==> src/rtl/phy_fault_pkg.sv <==
`default_nettype none
// ---------------------------------------------------------------------------
// phy_fault_pkg : shared modes, burst state type and 8b10b disparity helpers
// Rev 1.0
// ---------------------------------------------------------------------------
package phy_fault_pkg;

  localparam logic [1:0] c_MODE_IDLE_SUBST = 2'b00;
  localparam logic [1:0] c_MODE_BITFLIP    = 2'b01;
  localparam logic [1:0] c_MODE_K_INVERT   = 2'b10;
  localparam logic [1:0] c_MODE_ZERO       = 2'b11;

  typedef enum logic [1:0] {
    S_IDLE   = 2'd0,
    S_WAIT   = 2'd1,
    S_INJECT = 2'd2
  } t_inj_state;

  // Bit x set when the 6b (indexed by EDCBA) or 4b (indexed by HGF) sub-block
  // is unbalanced, i.e. emitting it flips running disparity.
  localparam logic [31:0] c_UNB6_D = 32'hE981_8117;
  localparam logic [31:0] c_UNB6_K = 32'hF981_8117;
  localparam logic [7:0]  c_UNB4   = 8'h91;

  function automatic logic f_next_8b10b_disparity8(input logic rd_i, input logic k_i,
                                                   input logic [7:0] d_i);
    logic [31:0] tab6;
    tab6 = k_i ? c_UNB6_K : c_UNB6_D;
    return rd_i ^ tab6[d_i[4:0]] ^ c_UNB4[d_i[7:5]];
  endfunction

  function automatic logic f_next_8b10b_disparity16(input logic rd_i, input logic [1:0] k_i,
                                                    input logic [15:0] d_i);
    logic rd_mid;
    rd_mid = f_next_8b10b_disparity8(rd_i, k_i[1], d_i[15:8]);
    return f_next_8b10b_disparity8(rd_mid, k_i[0], d_i[7:0]);
  endfunction

endpackage
`default_nettype wire

==> src/rtl/phy_lane_fault_chan.sv <==
`default_nettype none
// ---------------------------------------------------------------------------
// phy_lane_fault_chan : one lane of burst/kill fault injection with disparity
// Rev 1.0
// ---------------------------------------------------------------------------
module phy_lane_fault_chan
  import phy_fault_pkg::*;
#(
  parameter logic [15:0] g_idle_word = 16'h00BC,
  parameter logic [1:0]  g_idle_k    = 2'b01,
  parameter logic [15:0] g_flip_mask = 16'h0001
) (
  input  logic        clk_i,
  input  logic        rst_i,
  input  logic [15:0] tx_data_i,
  input  logic [1:0]  tx_k_i,
  input  logic        link_kill_i,
  input  logic        inj_start_i,
  input  logic [1:0]  inj_mode_i,
  input  logic [15:0] inj_delay_i,
  input  logic [15:0] inj_len_i,
  output logic [15:0] tx_data_o,
  output logic [1:0]  tx_k_o,
  output logic        inj_busy_o,
  output logic        tx_enc_err_o,
  output logic        tx_disparity_o,
  output logic [15:0] inj_cnt_o
);

  t_inj_state  state_q, state_d;
  logic [1:0]  mode_q, mode_d;
  logic [15:0] dcnt_q, dcnt_d;
  logic [15:0] lcnt_q, lcnt_d;
  logic [15:0] data_q, data_d;
  logic [1:0]  k_q, k_d;
  logic        err_q, err_d;
  logic        disp_q, disp_d;
  logic [15:0] cnt_q, cnt_d;
  logic        inject;

  always_ff @(posedge clk_i) begin
    if (rst_i) begin
      state_q <= S_IDLE;
      mode_q  <= 2'b00;
      dcnt_q  <= 16'd0;
      lcnt_q  <= 16'd0;
      data_q  <= 16'd0;
      k_q     <= 2'b00;
      err_q   <= 1'b0;
      disp_q  <= 1'b0;
      cnt_q   <= 16'd0;
    end else begin
      state_q <= state_d;
      mode_q  <= mode_d;
      dcnt_q  <= dcnt_d;
      lcnt_q  <= lcnt_d;
      data_q  <= data_d;
      k_q     <= k_d;
      err_q   <= err_d;
      disp_q  <= disp_d;
      cnt_q   <= cnt_d;
    end
  end

  always_comb begin
    state_d = state_q;
    mode_d  = mode_q;
    dcnt_d  = dcnt_q;
    lcnt_d  = lcnt_q;
    inject  = (state_q == S_INJECT);
    case (state_q)
      S_IDLE: begin
        if (inj_start_i && (inj_len_i != 16'd0)) begin
          mode_d = inj_mode_i;
          lcnt_d = inj_len_i;
          if (inj_delay_i == 16'd0) begin
            state_d = S_INJECT;
          end else begin
            state_d = S_WAIT;
            dcnt_d  = inj_delay_i - 16'd1;
          end
        end
      end
      S_WAIT: begin
        if (dcnt_q == 16'd0) state_d = S_INJECT;
        else                 dcnt_d  = dcnt_q - 16'd1;
      end
      S_INJECT: begin
        if (lcnt_q == 16'd1) state_d = S_IDLE;
        else                 lcnt_d  = lcnt_q - 16'd1;
      end
      default: state_d = S_IDLE;
    endcase
  end

  // Kill overrides any burst corruption but the burst keeps sequencing.
  always_comb begin
    data_d = tx_data_i;
    k_d    = tx_k_i;
    if (inject) begin
      case (mode_q)
        c_MODE_IDLE_SUBST: begin data_d = g_idle_word;             k_d = g_idle_k; end
        c_MODE_BITFLIP:    begin data_d = tx_data_i ^ g_flip_mask;                 end
        c_MODE_K_INVERT:   begin                                   k_d = ~tx_k_i;  end
        default:           begin data_d = 16'd0;                   k_d = 2'b00;    end
      endcase
    end
    if (link_kill_i) begin
      data_d = g_idle_word;
      k_d    = g_idle_k;
    end
    err_d  = link_kill_i;
    disp_d = f_next_8b10b_disparity16(disp_q, k_d, data_d);
    cnt_d  = (inject && (cnt_q != 16'hFFFF)) ? cnt_q + 16'd1 : cnt_q;
  end

  assign tx_data_o      = data_q;
  assign tx_k_o         = k_q;
  assign inj_busy_o     = (state_q != S_IDLE);
  assign tx_enc_err_o   = err_q;
  assign tx_disparity_o = disp_q;
  assign inj_cnt_o      = cnt_q;

endmodule
`default_nettype wire

==> src/rtl/phy_lane_fault_injector.sv <==
`default_nettype none
// ---------------------------------------------------------------------------
// phy_lane_fault_injector : N independent PHY lane fault injectors
// Rev 1.0
// ---------------------------------------------------------------------------
module phy_lane_fault_injector
  import phy_fault_pkg::*;
#(
  parameter int          g_num_ports = 6,
  parameter logic [15:0] g_idle_word = 16'h00BC,
  parameter logic [1:0]  g_idle_k    = 2'b01,
  parameter logic [15:0] g_flip_mask = 16'h0001
) (
  input  logic                      clk_ref_i,
  input  logic                      rst_i,
  input  logic [16*g_num_ports-1:0] tx_data_i,
  input  logic [2*g_num_ports-1:0]  tx_k_i,
  output logic [16*g_num_ports-1:0] tx_data_o,
  output logic [2*g_num_ports-1:0]  tx_k_o,
  input  logic [g_num_ports-1:0]    link_kill_i,
  input  logic [g_num_ports-1:0]    inj_start_i,
  input  logic [2*g_num_ports-1:0]  inj_mode_i,
  input  logic [16*g_num_ports-1:0] inj_delay_i,
  input  logic [16*g_num_ports-1:0] inj_len_i,
  output logic [g_num_ports-1:0]    inj_busy_o,
  output logic [g_num_ports-1:0]    tx_enc_err_o,
  output logic [g_num_ports-1:0]    tx_disparity_o,
  output logic [16*g_num_ports-1:0] inj_cnt_o
);

  for (genvar j = 0; j < g_num_ports; j++) begin : g_chan
    phy_lane_fault_chan #(
      .g_idle_word (g_idle_word),
      .g_idle_k    (g_idle_k),
      .g_flip_mask (g_flip_mask)
    ) u_chan (
      .clk_i          (clk_ref_i),
      .rst_i          (rst_i),
      .tx_data_i      (tx_data_i[16*j +: 16]),
      .tx_k_i         (tx_k_i[2*j +: 2]),
      .link_kill_i    (link_kill_i[j]),
      .inj_start_i    (inj_start_i[j]),
      .inj_mode_i     (inj_mode_i[2*j +: 2]),
      .inj_delay_i    (inj_delay_i[16*j +: 16]),
      .inj_len_i      (inj_len_i[16*j +: 16]),
      .tx_data_o      (tx_data_o[16*j +: 16]),
      .tx_k_o         (tx_k_o[2*j +: 2]),
      .inj_busy_o     (inj_busy_o[j]),
      .tx_enc_err_o   (tx_enc_err_o[j]),
      .tx_disparity_o (tx_disparity_o[j]),
      .inj_cnt_o      (inj_cnt_o[16*j +: 16])
    );
  end

endmodule
`default_nettype wire

==> config.mk <==
export PLATFORM = sky130hd
export DESIGN_NAME = phy_lane_fault_injector
export DESIGN_NICKNAME = d
export VERILOG_FILES = /design/src/rtl/phy_fault_pkg.sv /design/src/rtl/phy_lane_fault_chan.sv /design/src/rtl/phy_lane_fault_injector.sv
export SDC_FILE = /design/constraint.sdc
export NUM_CORES = 1
export LEC_CHECK = 0
export ABC_AREA = 1
export BUFFER_PORTS_ARGS = -buffer_cell sky130_fd_sc_hd__clkbuf_2
export CAP_MARGIN = 30
export CORE_MARGIN = 10
export CORE_UTILIZATION = 50
export CTS_CLUSTER_DIAMETER = 80
export DETAILED_ROUTE_END_ITERATION = 8
export GPL_ROUTABILITY_DRIVEN = 0
export GPL_TIMING_DRIVEN = 0
export PLACE_DENSITY = 0.76
export SLEW_MARGIN = 10
export SYNTH_ARGS = -nofsm -noshare
export SYNTH_HDL_FRONTEND = slang
export SYNTH_SLANG_ARGS = --single-unit
==> constraint.sdc <==
create_clock -name clk_ref_i -period 3.1 [get_ports clk_ref_i]
set_input_delay 0.62 -clock clk_ref_i [delete_from_list [all_inputs] [get_ports clk_ref_i]]
set_output_delay 0.62 -clock clk_ref_i [all_outputs]
set_load 0.005 [all_outputs]
Word level (Yosys, flattened, before mapping)
Memories as Yosys holds them, arrays and structs flattened.
Cells that the tools add are included.
{"block": "classes", "n_addsub": 24, "magnitude_cmp": 24, "eq_ne": 72, "n_mux": 156, "bitwise_logic": 36, "reduce_logical": 84}
{"operator": "two-way mux 16 bit", "count": 42}
{"operator": "case mux 16 bit (2 select lines)", "count": 12}
{"operator": "two-way mux 29 bit", "count": 12}
{"operator": "case mux 16 bit (3 select lines)", "count": 6}
{"operator": "subtractor 16 x 1 -> 16 bit, second input constant", "count": 18}
{"operator": "logical NOT 16 bit", "count": 12}
{"operator": "adder 16 x 1 -> 16 bit, second input constant", "count": 6}
{"operator": "== test 16 x 1 -> 1 bit, second input constant", "count": 6}
{"operator": "inequality test 16 bit, second input constant", "count": 6}
{"operator": "nonzero test 16 bit", "count": 6}
{"operator": "less-than comparator 5 x 6 -> 1 bit, second input constant", "count": 12}
{"operator": "two-way mux 2 bit", "count": 36}
{"operator": "case mux 2 bit (3 select lines)", "count": 12}
{"operator": "binary-select mux 1 bit (select 5 bit)", "count": 12}
{"operator": "less-than comparator 3 x 4 -> 1 bit, second input constant", "count": 12}
{"operator": "inequality test 2 bit, second input constant", "count": 24}
{"operator": "AND reduction 3 bit", "count": 12}
{"operator": "nonzero test 2 bit", "count": 18}
{"operator": "== test 2 x 1 -> 1 bit, second input constant", "count": 12}
{"operator": "== test 2 bit, second input constant", "count": 12}
{"operator": "logical NOT 2 bit", "count": 12}
{"operator": "two-way mux 1 bit", "count": 24}
{"operator": "inequality test 2 x 1 -> 1 bit, second input constant", "count": 12}
{"operator": "AND reduction 4 bit", "count": 6}
{"operator": "5 further kinds", "count": 54}
{"block": "word_totals", "register_bits": 432, "rom_bits": 96, "inputBits": 326, "output_inout_bits": 222, "word_cells": 462, "n_memories": 12}
{"memory": "(name not given)", "words": 8, "word_bits": 1, "rd": 1, "rd_ports_with_merged_regs": 0, "write_ports": 0, "line_no": "phy_fault_pkg.sv:29", "rtl": "return rd_i ^ tab6[d_i[4:0]] ^ c_UNB4[d_i[7:5]];"}
{"memory": "(name not given)", "words": 8, "word_bits": 1, "rd": 1, "rd_ports_with_merged_regs": 0, "write_ports": 0, "line_no": "phy_fault_pkg.sv:29"}
{"memory": "(name not given)", "words": 8, "word_bits": 1, "rd": 1, "rd_ports_with_merged_regs": 0, "write_ports": 0, "line_no": "phy_fault_pkg.sv:29"}
{"memory": "(name not given)", "words": 8, "word_bits": 1, "rd": 1, "rd_ports_with_merged_regs": 0, "write_ports": 0, "line_no": "phy_fault_pkg.sv:29"}
{"memory": "(name not given)", "words": 8, "word_bits": 1, "rd": 1, "rd_ports_with_merged_regs": 0, "write_ports": 0, "line_no": "phy_fault_pkg.sv:29"}
{"memory": "(name not given)", "words": 8, "word_bits": 1, "rd": 1, "rd_ports_with_merged_regs": 0, "write_ports": 0, "line_no": "phy_fault_pkg.sv:29"}
{"memory": "+6 memories"}

Logic depth before layout (Yosys ltp)
Gate-level depths: netlist of run 1.
{"block": "logic_depth", "ltp_word": 11, "mapped_depth": 22}

Modules after synthesis
Synthesis of run 1 repeated with hierarchy kept, for this count alone.
{"block": "hier_totals", "hier_cells": 3878, "area_unflattened_um2": 25692.1}
{"mod": "phy_lane_fault_chan (g_chan[1].u_chan ...)", "n_inst": 2, "cells_each": 644, "area_per_inst_um2": 4239.1}
{"mod": "phy_lane_fault_chan (g_chan[0].u_chan)", "n_inst": 1, "cells_each": 658, "area_per_inst_um2": 4375.4}
{"mod": "phy_lane_fault_chan (g_chan[4].u_chan)", "n_inst": 1, "cells_each": 654, "area_per_inst_um2": 4374.2}
{"mod": "phy_lane_fault_chan (g_chan[5].u_chan)", "n_inst": 1, "cells_each": 640, "area_per_inst_um2": 4235.3}
{"mod": "phy_lane_fault_chan (g_chan[3].u_chan)", "n_inst": 1, "cells_each": 638, "area_per_inst_um2": 4229.1}

Worst setup path after synthesis of run 1
OpenSTA, ideal clock, no wires.
{"block": "synth_timing", "path_type": "input port to flip-flop", "startpoint": "input port link_kill_i[5]", "endpoint": "register g_chan[5].u_chan.disp_q", "setup_time_ps": 115, "arrival_time_ps": 2188, "t_required_ps": 2985, "slack_ps": 797, "cell_stages": 14, "n_path_buf": 1, "cell_sequence": "a21oi_1 -> buf_2 -> nand3_1 -> ha_1 -> o2111ai_1 -> inv_1 -> nand2_1 -> nand2_1 -> nand2_1 -> nand2_1 -> nand2_1 -> nand3_1 -> nand2_1 -> nor2_1"}
{"block": "synth_via", "elab_chain_cells": 8, "elab_cells_between_ends": 16, "classes_between": "mux: 10; bitwise: 4; memory: 2"}
{"item": "from (decl)", "line_no": "phy_lane_fault_injector.sv:20", "rtl": "input logic [g_num_ports-1:0] link_kill_i,"}
{"item": "two-way mux 2 bit", "line_no": "phy_lane_fault_chan.sv:108", "rtl": "if (link_kill_i) begin"}
{"item": "two-way mux 29 bit", "line_no": "phy_fault_pkg.sv:28", "rtl": "tab6 = k_i ? c_UNB6_K : c_UNB6_D;"}
{"item": "binary-select mux 1 bit (select 5 bit)", "line_no": "phy_fault_pkg.sv:29"}
{"item": "two-way mux 1 bit (not written as such)", "line_no": "phy_fault_pkg.sv:29"}
{"item": "XOR 1 bit (3 in series)", "line_no": "phy_fault_pkg.sv:29"}
{"item": "XOR 1 bit *", "line_no": "phy_fault_pkg.sv:29"}
{"item": "to (signal assigned)", "line_no": "phy_lane_fault_chan.sv:60", "rtl": "disp_q <= disp_d;"}
{"item": "to (decl)", "line_no": "phy_lane_fault_chan.sv:37", "rtl": "logic disp_q, disp_d;"}
Mark *: on every way between the ends. The rest lies on a longest branch, timed or not. The select of a mux whose other input is x is not followed.
A chain may end at the register's enable or synchronous reset.

Final worst setup path of run 1
{"block": "layout_timing", "startpoint": "register g_chan[5].u_chan.state_q[1]", "endpoint": "register g_chan[5].u_chan.lcnt_q[12]"}
{"block": "layout_via", "elab_chain_cells": 3, "elab_cells_between_ends": 7, "classes_between": "eq/ne: 3; mux: 1; reduce/logical: 3"}
{"item": "from (decl)", "line_no": "phy_lane_fault_chan.sv:30", "rtl": "t_inj_state state_q, state_d;"}
{"item": "from (signal assigned)", "line_no": "phy_lane_fault_chan.sv:53", "rtl": "state_q <= state_d;"}
{"item": "== test 2 bit or logical NOT 2 bit (tied branches)", "line_no": "phy_lane_fault_chan.sv:71", "rtl": "case (state_q)"}
{"item": "inequality test 2 bit (no line), or another cell as far along"}
{"item": "AND reduction 3 bit (no line)"}
{"item": "to (signal assigned)", "line_no": "phy_lane_fault_chan.sv:56", "rtl": "lcnt_q <= lcnt_d;"}
{"item": "to (decl)", "line_no": "phy_lane_fault_chan.sv:33", "rtl": "logic [15:0] lcnt_q, lcnt_d;"}
Parallel ways exist; a longest one is shown, timed or not.

==> results of run 1 <==
area by class of cell:
type / instances / area (um^2) / area share
tap: 672 / 840.8 / 0.02750
multi-input combinational: 2781 / 13880 / 0.4539
buffer: 149 / 716.9 / 0.02345
antenna: 4 / 10.01 / 0.0003274
clock buffer: 70 / 1448 / 0.04735
timing repair buffer: 561 / 2944 / 0.09630
inverter: 505 / 1896 / 0.06200
clock inverter: 18 / 193.9 / 0.006343
sequential: 432 / 8648 / 0.2829
worst paths after layout:
path                                    to  depth (start not counted)
max            g_chan[5].u_chan.lcnt_q[12]                          8
min          g_chan[0].u_chan.tx_data_o[6]                          3
max reg2reg    g_chan[5].u_chan.lcnt_q[12]                          8
min reg2reg    g_chan[1].u_chan.lcnt_q[12]                          2
cell families after synthesis:
family | Yosys count | share of synthesized area
AO/OA/AOI/OAI | 773 | 0.1662
XOR/XNOR | 95 | 0.03310
adder cells (fa/ha/maj) | 72 | 0.03584
buffers and inverters | 654 | 0.1039
flip-flops | 432 | 0.3441
multiplexers | 10 | 0.004281
AND/OR/NAND/NOR | 1831 | 0.3125
routing by layer:
layer | global-route usage | share of wire
met5 | 0 | 0.00015
met4 | 0.1359 | 0.045
met3 | 0.05614 | 0.087
met2 | 0.4886 | 0.46
met1 | 0.3765 | 0.41
state kept, by name, summed over array words and instances, names as in the netlist:
| name | flops |
|---|---|
| g_chan.u_chan.dcnt_q | 96 |
| g_chan.u_chan.inj_cnt_o | 96 |
| g_chan.u_chan.lcnt_q | 96 |
| g_chan.u_chan.tx_data_o | 96 |
| g_chan.u_chan.mode_q | 12 |
| g_chan.u_chan.state_q | 12 |
| g_chan.u_chan.tx_k_o | 12 |
| g_chan.u_chan.tx_disparity_o | 6 |
| g_chan.u_chan.tx_enc_err_o | 6 |
worst register-to-register path, delay by kind of cell (launching register included):
kind                   cells  cell delay [ns]
DFF                        1             0.36
AOI/OAI and AO/OA          3             0.73
buffers and inverters      3             0.86
and+or+nand+nor            2             0.92
layout by cell type (no fill, tap or decap), types with 40 or more instances in the layout:
| cell type | instances |
|---|---|
| a31oi_1 | 40 |
| nor4_1 | 68 |
| o21ai_1 | 45 |
| inv_1 | 494 |
| nand2_1 | 835 |
| dfxtp_1 | 432 |
| clkbuf_1 | 95 |
| nor2_1 | 497 |
| a21oi_1 | 255 |
| clkbuf_16 | 51 |
| nand3_1 | 221 |
| ha_1 | 72 |
| nand4_1 | 63 |
| o21ai_0 | 338 |
| nor3_1 | 67 |
| clkbuf_2 | 547 |
| xor2_1 | 76 |
cells in the mapped netlist, types with 63 or more instances:
cell type | number | area [um^2]
nand2_1 | 835 | 3134
nor2_1 | 498 | 1869
inv_1 | 494 | 1854
dfxtp_1 | 432 | 8648
o21ai_0 | 338 | 1692
a21oi_1 | 255 | 1276
nand3_1 | 221 | 1106
clkbuf_1 | 86 | 322.8
xor2_1 | 76 | 665.6
ha_1 | 72 | 900.9
nor4_1 | 68 | 425.4
nor3_1 | 67 | 335.3
nand4_1 | 63 | 394.1
where the power goes:
| part | total [mW] | switching [mW] | internal (mW) | leakage [nW] |
|---|---|---|---|---|
| Combinational | 5.08 | 3.30 | 1.78 | 10.3 |
| Clock | 6.00 | 2.44 | 3.57 | 0.823 |
| Sequential | 6.73 | 0.518 | 6.22 | 3.56 |
| Total | 17.8 | 6.25 | 11.6 | 14.7 |
==> impl_metrics.py, run 1 <==
metrics = {
    "setup_path": {
        "crit_path_max_incr_delay_ns": 0.49,
        "r2r_start": "g_chan[5].u_chan.state_q[1]",
        "startpoint_type": "register",
        "critPathMaxFanout": 10,
        "reg2reg_slack_ns": 0.12,
        "crit_family": "simple AND/OR/NAND/NOR gates",
        "crit_chain": "inv_1, nor2_1, buf_2, o21ai_0, nand2_1, clkbuf_1, a21oi_1, a211oi_1",
        "critical_path_required_ns": 3.59,
        "critPathSlowestCell": "nor2_1",
        "crit_start": "g_chan[5].u_chan.state_q[1]",
        "cp.arrival_ns": 3.47,
        "critPathCaptureType": "register",
        "crit_type": "register to register",
        "crit_buf_inv": 3,
    },
    "flow_run": {
        "drv_cap": 0,
    },
    "grt": {
        "gr-total-overflow": 0,
        "grt_max_degree": 13,
        "grt_pass1_wl_mm": 143.3,
        "grt_pass1_vias": 26000,
        "antenna_found_initial": 7,
        "grt_usage": 0.2987,
    },
    "sta": {
        "fin_ws_ns": 0.1224,
        "hold_ws_ns": 0.2906,
        "period_needed_ns": 2.978,
        "finalHoldViolations": 0,
        "fin_crit_sh": 0.9605,
        "finalSetupViolCount": 0,
        "slew_viol_final": 0,
        "setup_tns_ns": 0,
        "worst_pin_slew_ns": 1.049,
        "fmax_ghz": 0.3358,
        "rsz0062_at_grt": "false",
        "skew_ns": 0.01454,
        "max_slew_margin": 0.2930,
    },
    "detailed_routing": {
        "wl_per_cell_um": 18.06,
        "drt-vias-per-instance": 5.416,
        "first_pass_iters": 8,
        "wl_mm": 93.75,
        "drtIter0Drc": 2464,
        "num_vias": 28120,
        "drc": 0,
        "ant_nets": 0,
    },
    "placed_design": {
        "place_area_um2": 28870,
        "hpwl_mm": 74.26,
        "port_buffers": 547,
        "place_ws_ns": 0.1520,
        "placed_cells": 5097,
    },
    "layout": {
        "final_util": 0.6119,
        "post_route_cells_drive_above_1_share": 0.1712,
        "final_nets": 4878,
        "fin_cells": 5192,
        "final_area_um2": 30570,
        "fillers": 4759,
        "area_growth_pct": 21.64,
    },
    "yosys": {
        "synth_edf_count": 0,
        "yosysWarnings": 0,
        "synth_cell_types": 58,
        "ys_async_sr_fraction": 0,
        "ys_seq_area_frac": 0.3441,
        "syn_inst": 3867,
        "synth-seq-cells": 432,
        "synthFlopType": "dfxtp_1",
        "avgSynthCellArea_um2": 6.500,
        "syn_nets": 4265,
        "syn-cell-area_um2": 25130,
    },
    "floorplan": {
        "ios": 548,
        "core_area_um2": 49970,
        "die_w_um": 244.2,
        "die-height_um": 244.2,
        "placementRows": 82,
        "start_util": 0.5030,
        "die_area_um2": 59640,
    },
    "cts": {
        "hold_buffers": 0,
        "cts_resized": 0,
        "clkTransAtPathRegs_ns": 0.06,
        "root_buffer": "clkbuf_16",
        "htreeDepth": 2,
        "clockBufferDepth": 3,
        "cts_buffers": 50,
        "cts_tree": "yes",
        "clock_latency_ns": 0.59,
        "cts_setup_buffers": 0,
        "cts_sinks": 432,
    },
    "pwr": {
        "ir_drop_mv": 0.5417,
        "powerDensity_nw_per_um2": 582.7,
        "design_power_total_mw": 17.82,
        "power_leakage_nw": 14.71,
    },
    "outcome": {
        "status": "finished clean",
    },
    "min_path": {
        "min_from": "tx_data_i[6]",
        "min_path_type": "primary input to register",
    },
}
(Power assumes the default switching activity.)
==> run 2: changes to the inputs <==
--- a/config.mk
+++ b/config.mk
@@ -15,6 +15,7 @@
 export GPL_ROUTABILITY_DRIVEN = 0
 export GPL_TIMING_DRIVEN = 0
 export PLACE_DENSITY = 0.76
+export SETUP_SLACK_MARGIN = 0.15
 export SLEW_MARGIN = 10
 export SYNTH_ARGS = -nofsm -noshare
 export SYNTH_HDL_FRONTEND = slang
==> run 2 against run 1 <==
Against the previous run: combinational power barely moved; die area did not move; clock skew fell by 0.00089 ns.
==> impl_metrics.py, run 2 (synthesis gave the netlist of run 1 again) <==
metrics = {
    "pwr": {
        "power_leakage_nw": 14.71,
        "ir_drop_mv": 0.5406,
        "powerDensity_nw_per_um2": 582.8,
    },
    "setup_path": {
        "crit_path_frequent_cell": "nand2_1",
        "cp.arrival_ns": 3.10,
        "crit_chain": "inv_1, nand2_2, nor2_1, inv_1, buf_2, nand3_1, ha_1, o2111ai_1, inv_1, nand2_1, nand2_1, nand2_1, nand2_1, nand2_1, nand3_1, nand2_1, nor2_1",
        "crit_path_max_incr_delay_ns": 0.39,
        "startpoint_type": "register",
        "critical_path_required_ns": 3.57,
        "critPathSlowestCell": "dfxtp_1",
        "critPathMaxFanout": 10,
        "critPathCaptureType": "register",
        "crit_type": "register to register",
    },
    "sta": {
        "setup_tns_ns": 0,
        "fmax_ghz": 0.3807,
        "finalSetupViolCount": 0,
        "rsz0062_at_grt": "false",
        "worst_pin_slew_ns": 0.9929,
        "fin_crit_sh": 0.8474,
        "finalHoldViolations": 0,
        "skew_ns": 0.01365,
        "period_needed_ns": 2.627,
        "max_slew_margin": 0.3381,
        "slew_viol_final": 0,
    },
    "floorplan": {
        "die_w_um": 244.2,
        "die_area_um2": 59640,
        "start_util": 0.5030,
        "die-height_um": 244.2,
        "core_area_um2": 49970,
        "ios": 548,
        "placementRows": 82,
    },
    "placed_design": {
        "hpwl_mm": 74.26,
        "port_buffers": 547,
    },
    "grt": {
        "grt_pass1_vias": 26000,
        "grt_max_degree": 13,
        "grt_pass1_wl_mm": 143.3,
        "grt_usage": 0.2987,
        "antenna_found_initial": 7,
        "gr-total-overflow": 0,
    },
    "cts": {
        "cts_resized": 0,
        "cts_sinks": 432,
        "cts_tree": "yes",
        "htreeDepth": 2,
        "cts_setup_buffers": 0,
        "clockBufferDepth": 3,
        "cts_buffers": 50,
        "clkTransAtPathRegs_ns": 0.06,
        "clock_latency_ns": 0.59,
        "hold_buffers": 0,
        "root_buffer": "clkbuf_16",
    },
    "detailed_routing": {
        "drc": 0,
        "first_pass_iters": 6,
        "ant_nets": 0,
        "num_vias": 28000,
        "drtIter0Drc": 2305,
        "wl_mm": 93.84,
        "wl_per_cell_um": 18.07,
        "drt-vias-per-instance": 5.393,
    },
    "layout": {
        "final_nets": 4878,
        "layout_commonest_cell": "nand2_1",
        "area_growth_pct": 21.66,
        "fillers": 4757,
        "post_route_cells_drive_above_1_share": 0.1716,
        "final_cell_mix": "835 x nand2_1, 547 x clkbuf_2, 496 x nor2_1, 494 x inv_1, 432 x dfxtp_1",
        "final_util": 0.6120,
    },
    "outcome": {
        "status": "finished clean",
    },
    "flow_run": {
        "drv_cap": 0,
    },
    "min_path": {
        "min_path_type": "primary input to register",
    },
}
[run 2: cell counts in the layout (fill, tap and decap cells not counted)]
Identical to the previous run, type by type.
[run 2: area by class of cell]
cell class | count | area [um^2] | share of cell area
Timing Repair Buffer | 561 | 2944 | 0.09628
Multi-Input combinational cell | 2781 | 13880 | 0.4540
Buffer | 149 | 716.9 | 0.02345
Sequential cell | 432 | 8648 | 0.2828
Tap cell | 672 | 840.8 | 0.02750
Clock inverter | 18 | 193.9 | 0.006342
Inverter | 505 | 1896 | 0.06199
Antenna cell | 4 | 10.01 | 0.0003273
Clock buffer | 70 | 1448 | 0.04734
[run 2: path summary, 6_finish.rpt]
| kind | end | slack (ns) | from | cells after the start |
|---|---|---|---|---|
| setup / recovery | g_chan[5].u_chan.tx_disparity_o | 0.47 | g_chan[5].u_chan.state_q[0] | 17 |
| hold reg to reg | g_chan[1].u_chan.lcnt_q[12] | 0.47 | g_chan[1].u_chan.lcnt_q[12] | 2 |
| hold / removal | g_chan[0].u_chan.tx_data_o[6] | 0.29 | tx_data_i[6] | 3 |
| setup reg to reg | g_chan[5].u_chan.tx_disparity_o | 0.47 | g_chan[5].u_chan.state_q[0] | 17 |
[run 2: worst max-delay path, delay by kind of cell (launching register included)]
| kind | cells | cell delay, ns |
|---|---|---|
| buffers and inverters | 4 | 0.54 |
| AO/OA/AOI/OAI | 1 | 0.17 |
| flip-flops | 1 | 0.39 |
| adder cells (fa/ha/maj) | 1 | 0.34 |
| AND/OR/NAND/NOR | 11 | 1.07 |
[run 2: where the power goes]
group	switching [mW]	leakage, nW	internal, mW
Combinational	3.30	10.3	1.78
Clock	2.44	0.823	3.57
Sequential	0.521	3.56	6.22
[run 2: metal layers]
layer	routed length, um	part of all wire	GRT usage	vias to the layer above
met4	4224	0.045	0.1359	2
li1	-	-	-	13890
met5	14	0.00015	0	-
met1	39130	0.42	0.3765	12690
met3	7656	0.082	0.05614	227
met2	42820	0.46	0.4886	1194
[run 2: through the flow]
stage	instance area [um^2]	instances	total power, mW	setup WS, ns	hold WS [ns]
2_1_floorplan	25130	3867	10.20	0.7966	0.4391
3_3_place_gp	28710	5086	11.68	0.1116	0.4517
3_5_place_dp	28870	5097	11.79	0.1520	0.4553
4_1_cts	30520	5185	17.79	0.3048	0.2546
5_1_grt	30580	5192	18.82	0.1834	0.2899
6_report	30580	5192	17.82	0.4730	0.2914
